File: src/rtl/ps2_keyboard_io_if.sv
// CPU I/O bus bundle for the PS/2 keyboard port: read/write strobes, addresses, data and ready flag.
interface ps2_keyboard_io_if;
  logic [15:0] raddr;
  logic [15:0] rdata;
  logic        renable;
  logic [15:0] waddr;
  logic [15:0] wdata;
  logic        wenable;
  logic        rx_ready;

  modport master (output raddr, renable, waddr, wdata, wenable,
                  input  rdata, rx_ready);
  modport slave  (input  raddr, renable, waddr, wdata, wenable,
                  output rdata, rx_ready);
endinterface

File: src/rtl/ps2_keyboard_io.sv
// PS/2 device-to-host receiver with scan-code FIFO, exposed as STATUS/DATA words on the CPU I/O bus.
module ps2_keyboard_io #(
  parameter logic [15:0] BASE_ADDR   = 16'hFF10,
  parameter int          FIFO_DEPTH  = 8,
  parameter int          TIMEOUT_CYC = 50000
) (
  input  logic            clock,
  input  logic            reset,
  input  logic            ps2_clk,
  input  logic            ps2_data,
  ps2_keyboard_io_if.slave bus
);
  localparam logic [15:0] DATA_ADDR = BASE_ADDR + 16'd1;
  localparam int AW = $clog2(FIFO_DEPTH);
  localparam int CW = AW + 1;
  localparam int TW = $clog2(TIMEOUT_CYC + 1);
  localparam logic [CW-1:0] DEPTH_C = CW'(FIFO_DEPTH);
  localparam logic [TW-1:0] TLIM    = TW'(TIMEOUT_CYC - 1);

  typedef enum logic [1:0] {IDLE, DATA, PARITY, STOP} state_t;

  // Synchronisers reset to 1 so an idle bus never looks like a falling edge
  logic [1:0] clk_sync, dat_sync;
  logic       sclk_prev;
  logic       sclk, sdata, fall;

  assign sclk  = clk_sync[1];
  assign sdata = dat_sync[1];
  assign fall  = sclk_prev & ~sclk;

  always_ff @(posedge clock or negedge reset) begin
    if (!reset) begin
      clk_sync  <= 2'b11;
      dat_sync  <= 2'b11;
      sclk_prev <= 1'b1;
    end else begin
      clk_sync  <= {clk_sync[0], ps2_clk};
      dat_sync  <= {dat_sync[0], ps2_data};
      sclk_prev <= sclk;
    end
  end

  state_t        state;
  logic [2:0]    bit_idx;
  logic [7:0]    shreg;
  logic          par_bit;
  logic [TW-1:0] tcnt;
  logic          tout;

  assign tout = (state != IDLE) && !fall && (tcnt == TLIM);

  always_ff @(posedge clock or negedge reset) begin
    if (!reset) begin
      state   <= IDLE;
      bit_idx <= '0;
      shreg   <= '0;
      par_bit <= 1'b0;
      tcnt    <= '0;
    end else if (fall) begin
      tcnt <= '0;
      case (state)
        IDLE:   if (!sdata) begin
                  state   <= DATA;
                  bit_idx <= '0;
                end
        DATA:   begin
                  shreg   <= {sdata, shreg[7:1]};
                  bit_idx <= bit_idx + 3'd1;
                  if (bit_idx == 3'd7) state <= PARITY;
                end
        PARITY: begin
                  par_bit <= sdata;
                  state   <= STOP;
                end
        default: state <= IDLE;
      endcase
    end else if (state == IDLE) begin
      tcnt <= '0;
    end else if (tout) begin
      state <= IDLE;
      tcnt  <= '0;
    end else begin
      tcnt <= tcnt + 1'b1;
    end
  end

  // Frame outcome is decided on the STOP-bit falling edge itself
  logic stop_ev, par_ok, push, perr_set, ferr_set;
  assign stop_ev  = fall && (state == STOP);
  assign par_ok   = ^{shreg, par_bit};
  assign push     = stop_ev && sdata && par_ok;
  assign perr_set = stop_ev && sdata && !par_ok;
  assign ferr_set = (stop_ev && !sdata) || tout;

  logic [7:0]    mem [FIFO_DEPTH];
  logic [AW-1:0] wptr, rptr;
  logic [CW-1:0] count;
  logic          full, empty, pop, wr, ovf_set;

  assign full    = (count == DEPTH_C);
  assign empty   = (count == '0);
  assign pop     = bus.renable && (bus.raddr == DATA_ADDR) && !empty;
  // When full, a simultaneous pop frees the slot the push lands in
  assign wr      = push && (!full || pop);
  assign ovf_set = push && full && !pop;

  always_ff @(posedge clock) begin
    if (wr) mem[wptr] <= shreg;
  end

  always_ff @(posedge clock or negedge reset) begin
    if (!reset) begin
      wptr  <= '0;
      rptr  <= '0;
      count <= '0;
    end else begin
      if (wr)  wptr <= wptr + 1'b1;
      if (pop) rptr <= rptr + 1'b1;
      case ({wr, pop})
        2'b10:   count <= count + 1'b1;
        2'b01:   count <= count - 1'b1;
        default: count <= count;
      endcase
    end
  end

  logic perr, ovf, ferr, clr;
  assign clr = bus.wenable && (bus.waddr == BASE_ADDR);

  always_ff @(posedge clock or negedge reset) begin
    if (!reset) begin
      perr <= 1'b0;
      ovf  <= 1'b0;
      ferr <= 1'b0;
    end else begin
      perr <= perr_set | (perr & ~(clr & bus.wdata[2]));
      ovf  <= ovf_set  | (ovf  & ~(clr & bus.wdata[3]));
      ferr <= ferr_set | (ferr & ~(clr & bus.wdata[4]));
    end
  end

  logic [4:0]  cnt5;
  logic [15:0] status;
  logic        unused_wdata;
  assign cnt5         = 5'(count);
  assign status       = {3'b000, cnt5, 3'b000, ferr, ovf, perr, full, !empty};
  assign unused_wdata = ^{bus.wdata[15:5], bus.wdata[1:0]};

  always_comb begin
    bus.rdata = 16'h0000;
    if (bus.raddr == BASE_ADDR)
      bus.rdata = status;
    else if (bus.raddr == DATA_ADDR && !empty)
      bus.rdata = {8'h00, mem[rptr]};
  end

  assign bus.rx_ready = !empty;
endmodule

File: src/flat_wrapper.sv
// flat-port wrapper written by rule: the top's interface ports become plain ports
module ps2_keyboard_io_flat 
#(
  parameter logic [15:0] BASE_ADDR   = 16'hFF10,
  parameter int          FIFO_DEPTH  = 8,
  parameter int          TIMEOUT_CYC = 50000
)
  (clock, reset, ps2_clk, ps2_data, bus_raddr, bus_renable, bus_waddr, bus_wdata, bus_wenable, bus_rdata, bus_rx_ready);
  ps2_keyboard_io_if bus_i ();
  input  logic clock;
  input  logic reset;
  input  logic ps2_clk;
  input  logic ps2_data;
  input wire logic [$bits(bus_i.raddr)-1:0] bus_raddr;
  input wire logic [$bits(bus_i.renable)-1:0] bus_renable;
  input wire logic [$bits(bus_i.waddr)-1:0] bus_waddr;
  input wire logic [$bits(bus_i.wdata)-1:0] bus_wdata;
  input wire logic [$bits(bus_i.wenable)-1:0] bus_wenable;
  output wire logic [$bits(bus_i.rdata)-1:0] bus_rdata;
  output wire logic [$bits(bus_i.rx_ready)-1:0] bus_rx_ready;
  assign bus_i.raddr = bus_raddr;
  assign bus_i.renable = bus_renable;
  assign bus_i.waddr = bus_waddr;
  assign bus_i.wdata = bus_wdata;
  assign bus_i.wenable = bus_wenable;
  assign bus_rdata = bus_i.rdata;
  assign bus_rx_ready = bus_i.rx_ready;
  ps2_keyboard_io #(.BASE_ADDR(BASE_ADDR), .FIFO_DEPTH(FIFO_DEPTH), .TIMEOUT_CYC(TIMEOUT_CYC)) u_core (.clock(clock), .reset(reset), .ps2_clk(ps2_clk), .ps2_data(ps2_data), .bus(bus_i));
endmodule
File: config.mk
export PLATFORM = sky130hd
export DESIGN_NAME = ps2_keyboard_io_flat
export DESIGN_NICKNAME = d
export VERILOG_FILES = /design/src/rtl/ps2_keyboard_io_if.sv /design/src/rtl/ps2_keyboard_io.sv /design/src/flat_wrapper.sv
export SDC_FILE = /design/constraint.sdc
export NUM_CORES = 1
export LEC_CHECK = 0
export BUFFER_PORTS_ARGS = -buffer_cell sky130_fd_sc_hd__buf_2
export CAP_MARGIN = 5
export CORE_MARGIN = 3
export CORE_UTILIZATION = 35
export DETAILED_ROUTE_END_ITERATION = 7
export GPL_TIMING_DRIVEN = 0
export PLACE_DENSITY = 0.65
export SLEW_MARGIN = 5
export SYNTH_ARGS = -nofsm -noshare
export SYNTH_HDL_FRONTEND = slang
export SYNTH_SLANG_ARGS = --single-unit
File: constraint.sdc
create_clock -name clock -period 5.2 [get_ports clock]
set_input_delay 0.26 -clock clock [delete_from_list [all_inputs] [get_ports clock]]
set_output_delay 0.26 -clock clock [all_outputs]
set_load 0.03 [all_outputs]
==> impl_metrics.py, run 1 <==
metrics = {
    "layout": {
        "nFillCells": 1232,
        "finalNetCount": 484,
        "insertedDiodeCount": 0,
        "synthesis_to_finish_area_growth_pct": 16.2,
        "layout_cells_sized_above_1_pct": 26.1,
        "final_cell_area_sq_um": 5780,
    },
    "grt": {
        "grt_start_max_net_pins": 49,
        "initial_antenna_violation_count": 0,
        "grt_util_all_layers_pct": 12.6,
        "groute.layer.met1.usage_pct": 16.2,
        "wire_length_of_the_first_global_routing_pass_um": 15600,
        "number_of_global_route_vias_before_repair": 3050,
        "grt.busiest_layer": "met2",
        "grtUsageMet3_pct": 3.41,
        "grt-ovfl-total": 0,
        "met2_usage_pct": 21.3,
    },
    "place": {
        "port_buffers": 53,
        "placedInstanceArea_sq_um": 5480,
        "hpwlAfterDp_um": 6510,
        "gp_congestion": 0.764,
    },
    "routing": {
        "drtAntennaViolNets": 0,
        "drt_drc_violations_left": 0,
        "first_drt_iteration_drcs": 204,
        "route.detailed.wl_per_inst_um": 15.7,
        "via_count": 2912,
        "first_pass_iteration_count_of_the_detailed_router": 4,
        "via_per_inst": 4.88,
        "finalWirelength_um": 9370,
    },
    "worst_setup_path": {
        "delay_of_the_slowest_cell_on_the_worst_path_ns": 0.58,
        "critPathCaptureType": "register",
        "worst_path_most_repeated_cell": "sky130_fd_sc_hd__xnor2_1",
        "worst_setup_path_start_kind": "register",
        "timing.critical_path.slowest_stage_cell": "sky130_fd_sc_hd__dfrtp_1",
        "critPathRequiredTime_ns": 5.44,
        "worstPathCellList": "xnor2_1 -> xnor3_1 -> xnor2_1 -> and3_4 -> inv_1 -> ha_1 -> ha_1 -> a21o_1 -> a21oi_1 -> xnor2_1 -> nor2_1 -> xnor2_1",
        "critical_path.max_fanout": 11,
        "worstRegToRegCells": 12,
        "crit_arrival_ns": 3.54,
        "critical_path_class": "register to register",
    },
    "power_and_ir_drop": {
        "cell_internal_pwr_mw": 1.45,
        "power_frac_comb_pct": 12.2,
        "power_frac_clock_pct": 32.9,
        "worst_ir_drop_on_vdd_mv": 0.184,
        "pwr-share-seq_pct": 54.9,
        "switching_fraction_pct": 26.2,
        "power.static_leakage_nw": 2.26,
        "switchingPower_uw": 513,
        "power_density_nw_per_um2": 340,
    },
    "sta": {
        "fin_crit_sh_pct": 63.4,
        "max_clk_rate_ghz": 0.303,
        "timing_hold_violations_final": 0,
        "final_max_slew_viol_count": 0,
        "post-route-min-period_ns": 3.30,
        "tns_ns": 0,
        "unrepaired_setup_endpoints_after_global_routing": "false",
        "max-slew-margin-rel_pct": 26.4,
        "worstMarginPinSlew_ns": 1.10,
        "final.setup_skew_ns": 0.00888,
        "setup_violations": 0,
    },
    "synthesis": {
        "synthTopCellsByArea": "sky130_fd_sc_hd__edfxtp_1 (39%), sky130_fd_sc_hd__dfrtp_1 (22%), sky130_fd_sc_hd__mux4_2 (7.2%)",
        "post-synth-top-area-cell": "sky130_fd_sc_hd__edfxtp_1",
        "syn_area_sq_um": 4970,
        "average_cell_area_after_synthesis_sq_um": 14.3,
        "yosys-top-cells-count": "sky130_fd_sc_hd__edfxtp_1 (64), sky130_fd_sc_hd__dfrtp_1 (43), sky130_fd_sc_hd__nor2_1 (34), sky130_fd_sc_hd__nand2_1 (25), sky130_fd_sc_hd__xnor2_1 (18)",
        "synth_ff_type": "sky130_fd_sc_hd__edfxtp_1",
        "synth_sequential_area_ratio_pct": 62.9,
        "yosys.cell_types.count": 48,
        "yosys_register_bits": 112,
        "yosys_warnings": 0,
        "post_synth_inst_count": 347,
        "yosys.cell_count.top_type": "sky130_fd_sc_hd__edfxtp_1",
        "synth_top_cell_area_share_pct": 38.7,
        "synth_async_sr_flop_share_pct": 42.9,
        "synth_enable_flop_cells": 64,
    },
    "flow_run": {
        "drv_cap": 0,
    },
    "floorplan": {
        "fp.dieArea_sq_um": 15700,
        "vertical_die_dimension_um": 125,
        "rows": 42,
        "floorplan.die.width_um": 125,
        "core_region_area_sq_um": 13600,
        "design.portCount": 71,
        "starting_utilization_of_the_core_area_pct": 36.7,
    },
    "clocking": {
        "post_cts.repair.setup_buffers": 0,
        "cts-resized-gates": 0,
        "worst_skew_pair.late_latency_ns": 0.35,
        "cts-buffers-inserted": 9,
        "ctsHoldBuffers": 2,
        "cts.root.buffer_cell": "sky130_fd_sc_hd__clkbuf_16",
        "h-tree-depth": 3,
        "clock_sink_count": 112,
        "clkSlewWorstSetupHoldPaths_ns": 0.07,
        "cts_tree": "yes",
        "max-clock-path-buffers": 2,
    },
    "hold_path": {
        "timing.hold.worst.class": "input port to async pin",
    },
    "outcome": {
        "status": "finished, final reports clean",
    },
}
==> stage by stage <==
step | hold slack [ns] | util, % | setup slack (ns) | total power, mW | instances
detailed placement | 0.347 | 40.4 | 1.79 | 1.34 | 579
global route | 0.197 | 42.6 | 1.73 | 2.06 | 597
global placement | 0.346 | 40.3 | 1.58 | 1.32 | 579
CTS | 0.156 | 42.6 | 1.91 | 1.98 | 597
finish | 0.128 | 42.6 | 1.90 | 1.96 | 597
floorplan | -0.0356 | - | 2.11 | 1.25 | 350
==> critical path, delay by kind of cell (launching register included) <==
family          cells  cell delay (ns)
buf+inv             1             0.06
compound gates      2             0.37
simple gates        2             0.37
fa+ha+maj           2             0.50
flops               1             0.58
xor+xnor            5             1.31
==> metal layers <==
| layer | vias up | routed length, um |
|---|---|---|
| met2 | 57 | 4740 |
| met3 | 11 | 381 |
| met5 | - | 0 |
| met1 | 1439 | 4160 |
| met4 | 0 | 92 |
| li1 | 1405 | - |
==> final cells by class <==
cell class	instances	area (sq um)	share of cell area [%]
clock buffers	9	225	3.90
inverters	11	41.3	0.715
repair buffers	55	285	4.94
multi-input cells	215	1750	30.4
clock inverters	7	52.6	0.910
well taps	176	220	3.81
plain buffers	12	68.8	1.19
flip-flops and latches	112	3130	54.2
==> cells by family (layout without fill, tap and decap cells) <==
| logic type | count (synthesis) | in the layout | synth area share [%] |
|---|---|---|---|
| flip-flops | 112 | 112 | 62.9 |
| AND/OR/NAND/NOR | 111 | 111 | 11.0 |
| other | 1 | 4 | 0.0754 |
| AO/OA/AOI/OAI | 20 | 20 | 2.89 |
| buffers and inverters | 23 | 94 | 2.21 |
| adder cells (fa/ha/maj) | 14 | 14 | 3.67 |
| multiplexers | 37 | 37 | 11.8 |
| XOR/XNOR | 29 | 29 | 5.39 |
==> worst paths after layout <==
kind                                               from                            end  slack (ns)
min in group clock                         bus_wdata[2]          u_core.perr$_DFF_PN0_        0.19
hold / removal                                    reset  u_core.bit_idx[0]$_DFFE_PN0P_        0.13
setup reg to reg            u_core.shreg[1]$_DFFE_PN0P_    u_core.count[3]$_DFFE_PN0P_        1.90
max in group asynchronous                         reset       u_core.tcnt[6]$_DFF_PN0_        4.40
hold reg to reg            u_core.clk_sync[0]$_DFF_PN1_   u_core.clk_sync[1]$_DFF_PN1_        0.36
setup / recovery            u_core.shreg[1]$_DFFE_PN0P_    u_core.count[3]$_DFFE_PN0P_        1.90
==> flip-flops by register name, indices dropped and copies added (netlist names), 2 cells and up <==
name and count:
u_core.tcnt 16, u_core.shreg 8, u_core.wptr 3, u_core.clk_sync 2, u_core.mem 64, u_core.state 2
u_core.count 4, u_core.rptr 3, u_core.dat_sync 2, u_core.bit_idx 3
==> cells in the final DEF, fill, tap and decap left out, types with 3 or more instances in the layout <==
cell type                   instances
sky130_fd_sc_hd__dfstp_2            5
sky130_fd_sc_hd__clkbuf_16          9
sky130_fd_sc_hd__mux4_2            16
sky130_fd_sc_hd__nand3_1           11
sky130_fd_sc_hd__clkbuf_1           5
sky130_fd_sc_hd__buf_2             54
sky130_fd_sc_hd__inv_1             11
sky130_fd_sc_hd__nand4_1            6
sky130_fd_sc_hd__edfxtp_1          64
sky130_fd_sc_hd__and3_1             5
sky130_fd_sc_hd__o21ai_0            7
sky130_fd_sc_hd__nand2_1           25
sky130_fd_sc_hd__mux2i_1           10
sky130_fd_sc_hd__nand2b_1           3
sky130_fd_sc_hd__xnor2_1           18
sky130_fd_sc_hd__dfrtp_1           43
sky130_fd_sc_hd__mux2_2            10
sky130_fd_sc_hd__nor4_1             5
sky130_fd_sc_hd__conb_1             4
sky130_fd_sc_hd__xor2_1            10
sky130_fd_sc_hd__nor3_1             8
sky130_fd_sc_hd__nor3_2             3
sky130_fd_sc_hd__ha_1              13
sky130_fd_sc_hd__buf_4              4
sky130_fd_sc_hd__nor2_1            34
==> power by group through the flow <==
stage          registers, mW  logic [mW]  clock network [mW]
5_1_grt                 1.09       0.266               0.704
3_5_place_dp            1.10       0.242                   0
4_1_cts                 1.08       0.242               0.665
6_report                1.08       0.239               0.645
2_1_floorplan           1.07       0.180                   0
3_3_place_gp            1.09       0.230                   0
No activity file was read; power rests on OpenSTA's default activity.
==> run 2, diff against run 1 <==
--- a/config.mk
+++ b/config.mk
@@ -11,7 +11,7 @@
 export CORE_UTILIZATION = 35
 export DETAILED_ROUTE_END_ITERATION = 7
 export GPL_TIMING_DRIVEN = 0
-export PLACE_DENSITY = 0.65
+export PLACE_DENSITY = 0.67
 export SLEW_MARGIN = 5
 export SYNTH_ARGS = -nofsm -noshare
 export SYNTH_HDL_FRONTEND = slang
==> constraint.sdc (replaced) <==
create_clock -name clock -period 2.68 [get_ports clock]
set_input_delay 0.134 -clock clock [delete_from_list [all_inputs] [get_ports clock]]
set_output_delay 0.134 -clock clock [all_outputs]
set_load 0.03 [all_outputs]
==> run 2 against run 1 <==
Net effect: the run now ends with negative hold slack, negative setup slack left; count of clock-buffer cells in the layout stayed put; cell area is 4.4% higher; core utilization is 1.9 points higher; fmax is 21% higher; register-to-register slack worse by 1.9 ns; global-route usage is 0.15 points higher; via count is 3.7% higher; sequential share of layout area is 2.1 points lower; power is 110% higher; non-clock buffer count is 16 higher; die area stayed put; critical path type unchanged; critical endpoint is now u_core.mem[3][6]$_DFFE_PP_.
==> impl_metrics.py, run 2 (same netlist as run 1, synthesis figures left out) <==
metrics = {
    "worst_setup_path": {
        "critical_path.top_delay_family": "XOR/XNOR gates",
        "critical_path_class": "register to register",
        "rrSetupSlack_ns": -0.04,
        "path_buf_inv": 1,
        "crit_arrival_ns": 2.71,
        "timing.critical_path.slowest_stage_cell": "sky130_fd_sc_hd__nor2_2",
        "critPathRequiredTime_ns": 2.67,
        "delay_of_the_slowest_cell_on_the_worst_path_ns": 0.55,
        "worst_setup_path_start_kind": "register",
        "critical_path.max_fanout": 8,
        "worstPathCellList": "xnor2_2 -> xnor3_1 -> xnor2_2 -> buf_4 -> nand4_1 -> nor2_2",
        "critPathCaptureType": "register",
        "worst_path_most_repeated_cell": "sky130_fd_sc_hd__xnor2_2",
    },
    "routing": {
        "first_pass_iteration_count_of_the_detailed_router": 4,
        "route.detailed.wl_per_inst_um": 15.6,
        "first_drt_iteration_drcs": 143,
        "drt_drc_violations_left": 0,
        "via_count": 3019,
        "drtAntennaViolNets": 0,
        "finalWirelength_um": 9580,
        "via_per_inst": 4.92,
    },
    "clocking": {
        "cts_tree": "yes",
        "clock_sink_count": 112,
        "h-tree-depth": 3,
        "cts-buffers-inserted": 9,
        "clkSlewWorstSetupHoldPaths_ns": 0.08,
        "max-clock-path-buffers": 2,
        "worst_skew_pair.late_latency_ns": 0.35,
        "cts.root.buffer_cell": "sky130_fd_sc_hd__clkbuf_16",
    },
    "floorplan": {
        "floorplan.die.width_um": 125,
        "core_region_area_sq_um": 13600,
        "vertical_die_dimension_um": 125,
        "rows": 42,
        "design.portCount": 71,
        "starting_utilization_of_the_core_area_pct": 36.7,
        "fp.dieArea_sq_um": 15700,
    },
    "outcome": {
        "status": "finished with violations",
        "failed_checks": "negative hold slack, negative setup slack",
    },
    "sta": {
        "fin_crit_sh_pct": 101,
        "unrepaired_setup_endpoints_after_global_routing": "true",
        "worstMarginPinSlew_ns": 1.09,
        "final_max_slew_viol_count": 0,
        "final.setup_skew_ns": 0.00904,
        "max_clk_rate_ghz": 0.368,
        "setup_violations": 17,
        "post-route-min-period_ns": 2.72,
        "final_critical_path_setup_slack_ns": -0.0364,
        "max-slew-margin-rel_pct": 27.4,
        "tns_ns": -0.416,
        "timing_hold_violations_final": 10,
        "finalHoldWorstSlack_ns": -0.00415,
    },
    "layout": {
        "final_cell_area_sq_um": 6030,
        "most-common-layout-cells": "sky130_fd_sc_hd__edfxtp_1 (64), sky130_fd_sc_hd__buf_2 (53), sky130_fd_sc_hd__dfrtp_1 (37), sky130_fd_sc_hd__nor2_1 (30), sky130_fd_sc_hd__nand2_1 (25)",
        "regArea_sq_um": 3140,
        "insertedDiodeCount": 0,
        "largest_reg_flops": 64,
        "finalNetCount": 500,
        "finish.utilization_pct": 44.5,
        "nFillCells": 1230,
        "registers_with_the_highest_flip_flop_counts": "u_core.mem x64, u_core.tcnt x16, u_core.shreg x8",
        "top_register": "u_core.mem",
        "synthesis_to_finish_area_growth_pct": 21.2,
        "multi_input_comb_area_sq_um": 1840,
        "final_common_cell": "sky130_fd_sc_hd__edfxtp_1",
        "layout_cells_sized_above_1_pct": 34.8,
    },
    "grt": {
        "grt-ovfl-total": 0,
        "wire_length_of_the_first_global_routing_pass_um": 15800,
        "grt_util_all_layers_pct": 12.7,
        "number_of_global_route_vias_before_repair": 3081,
        "grt_start_max_net_pins": 49,
        "initial_antenna_violation_count": 0,
    },
    "place": {
        "dp_worst_setup_slack_ns": -0.271,
        "placedInstanceArea_sq_um": 5510,
        "port_buffers": 53,
        "hpwlAfterDp_um": 6430,
        "gp_congestion": 0.824,
    },
    "hold_path": {
        "timing.hold.worst.class": "input port to async pin",
    },
    "power_and_ir_drop": {
        "worst_ir_drop_on_vdd_mv": 0.320,
        "switchingPower_mw": 1.12,
        "cell_internal_pwr_mw": 3.10,
        "switching_fraction_pct": 26.5,
        "power_frac_comb_pct": 20.7,
        "p_total_mw": 4.22,
        "power_density_nw_per_um2": 699,
        "pwr-share-seq_pct": 48.4,
        "power_frac_clock_pct": 30.8,
        "power.static_leakage_nw": 2.38,
    },
    "flow_run": {
        "drv_cap": 0,
    },
}
## run 2: cell types whose count changed in the layout (fill, tap and decap cells not counted), moves of 4 or more
cell | before | now
sky130_fd_sc_hd__clkbuf_1 | 5 | 1
sky130_fd_sc_hd__nor2_1 | 34 | 30
sky130_fd_sc_hd__dfrtp_2 | 0 | 6
sky130_fd_sc_hd__clkbuf_2 | 0 | 4
sky130_fd_sc_hd__dfrtp_1 | 43 | 37
sky130_fd_sc_hd__buf_4 | 4 | 19
## run 2: worst paths after layout
path                                                     end                    startpoint  cells past startpoint
worst max-delay path              u_core.mem[3][6]$_DFFE_PP_   u_core.shreg[1]$_DFFE_PN0P_                      6
worst min-delay path             u_core.count[1]$_DFFE_PN0P_                         reset                      1
worst max register to register    u_core.mem[3][6]$_DFFE_PP_   u_core.shreg[1]$_DFFE_PN0P_                      6
worst min register to register  u_core.clk_sync[1]$_DFF_PN1_  u_core.clk_sync[0]$_DFF_PN1_                      0
max in group asynchronous        u_core.shreg[5]$_DFFE_PN0P_                         reset                      1
min in group clock                      u_core.ovf$_DFF_PN0_                  bus_wdata[3]                      3
## run 2: timing repair
action,CTS,global route
setup endpoints to repair,72,57
gates resized for setup,16,10
hold endpoints to repair,2,0
buffers inserted,8,8
pin swaps,3,4
hold buffers,2,0
## run 2: power groups by stage
stage / Sequential, mW / Clock [mW] / Combinational (mW)
4_1_cts: 2.05 / 1.33 / 0.701
6_report: 2.04 / 1.30 / 0.874
3_5_place_dp: 2.13 / 0 / 0.506
3_3_place_gp: 2.12 / 0 / 0.488
5_1_grt: 2.06 / 1.42 / 0.960
2_1_floorplan: 2.08 / 0 / 0.382
## run 2: metal layers
| metal | global-route usage (%) | vias up | wire, um |
|---|---|---|---|
| li1 | - | 1437 | - |
| met1 | 16.0 | 1508 | 4080 |
| met2 | 21.8 | 67 | 4930 |
| met3 | 3.75 | 7 | 484 |
| met4 | 3.00 | 0 | 80 |
| met5 | 0 | - | 0 |
## run 2: worst register-to-register path: stages, from the launching register on
cell and delay [ns]:
sky130_fd_sc_hd__dfrtp_2 0.43, sky130_fd_sc_hd__xnor2_2 0.16, sky130_fd_sc_hd__xnor3_1 0.46, sky130_fd_sc_hd__xnor2_2 0.28, sky130_fd_sc_hd__buf_4 0.17, sky130_fd_sc_hd__nand4_1 0.31
sky130_fd_sc_hd__nor2_2 0.55
## run 2: metrics by stage
stage	hold slack (ns)	instances
global placement	0.239	579
finish	-0.00415	613
global route	0.0618	613
CTS	0.0293	605
detailed placement	0.240	579
floorplan	-0.162	350
## run 2: cell type report
type | instances | share of cell area, %
buffer | 12 | 1.33
clock inverter | 7 | 1.08
timing repair buffer | 71 | 6.93
multi-input combinational | 215 | 30.5
clock buffer | 9 | 3.74
sequential | 112 | 52.0
inverter | 11 | 0.685
tap | 176 | 3.65
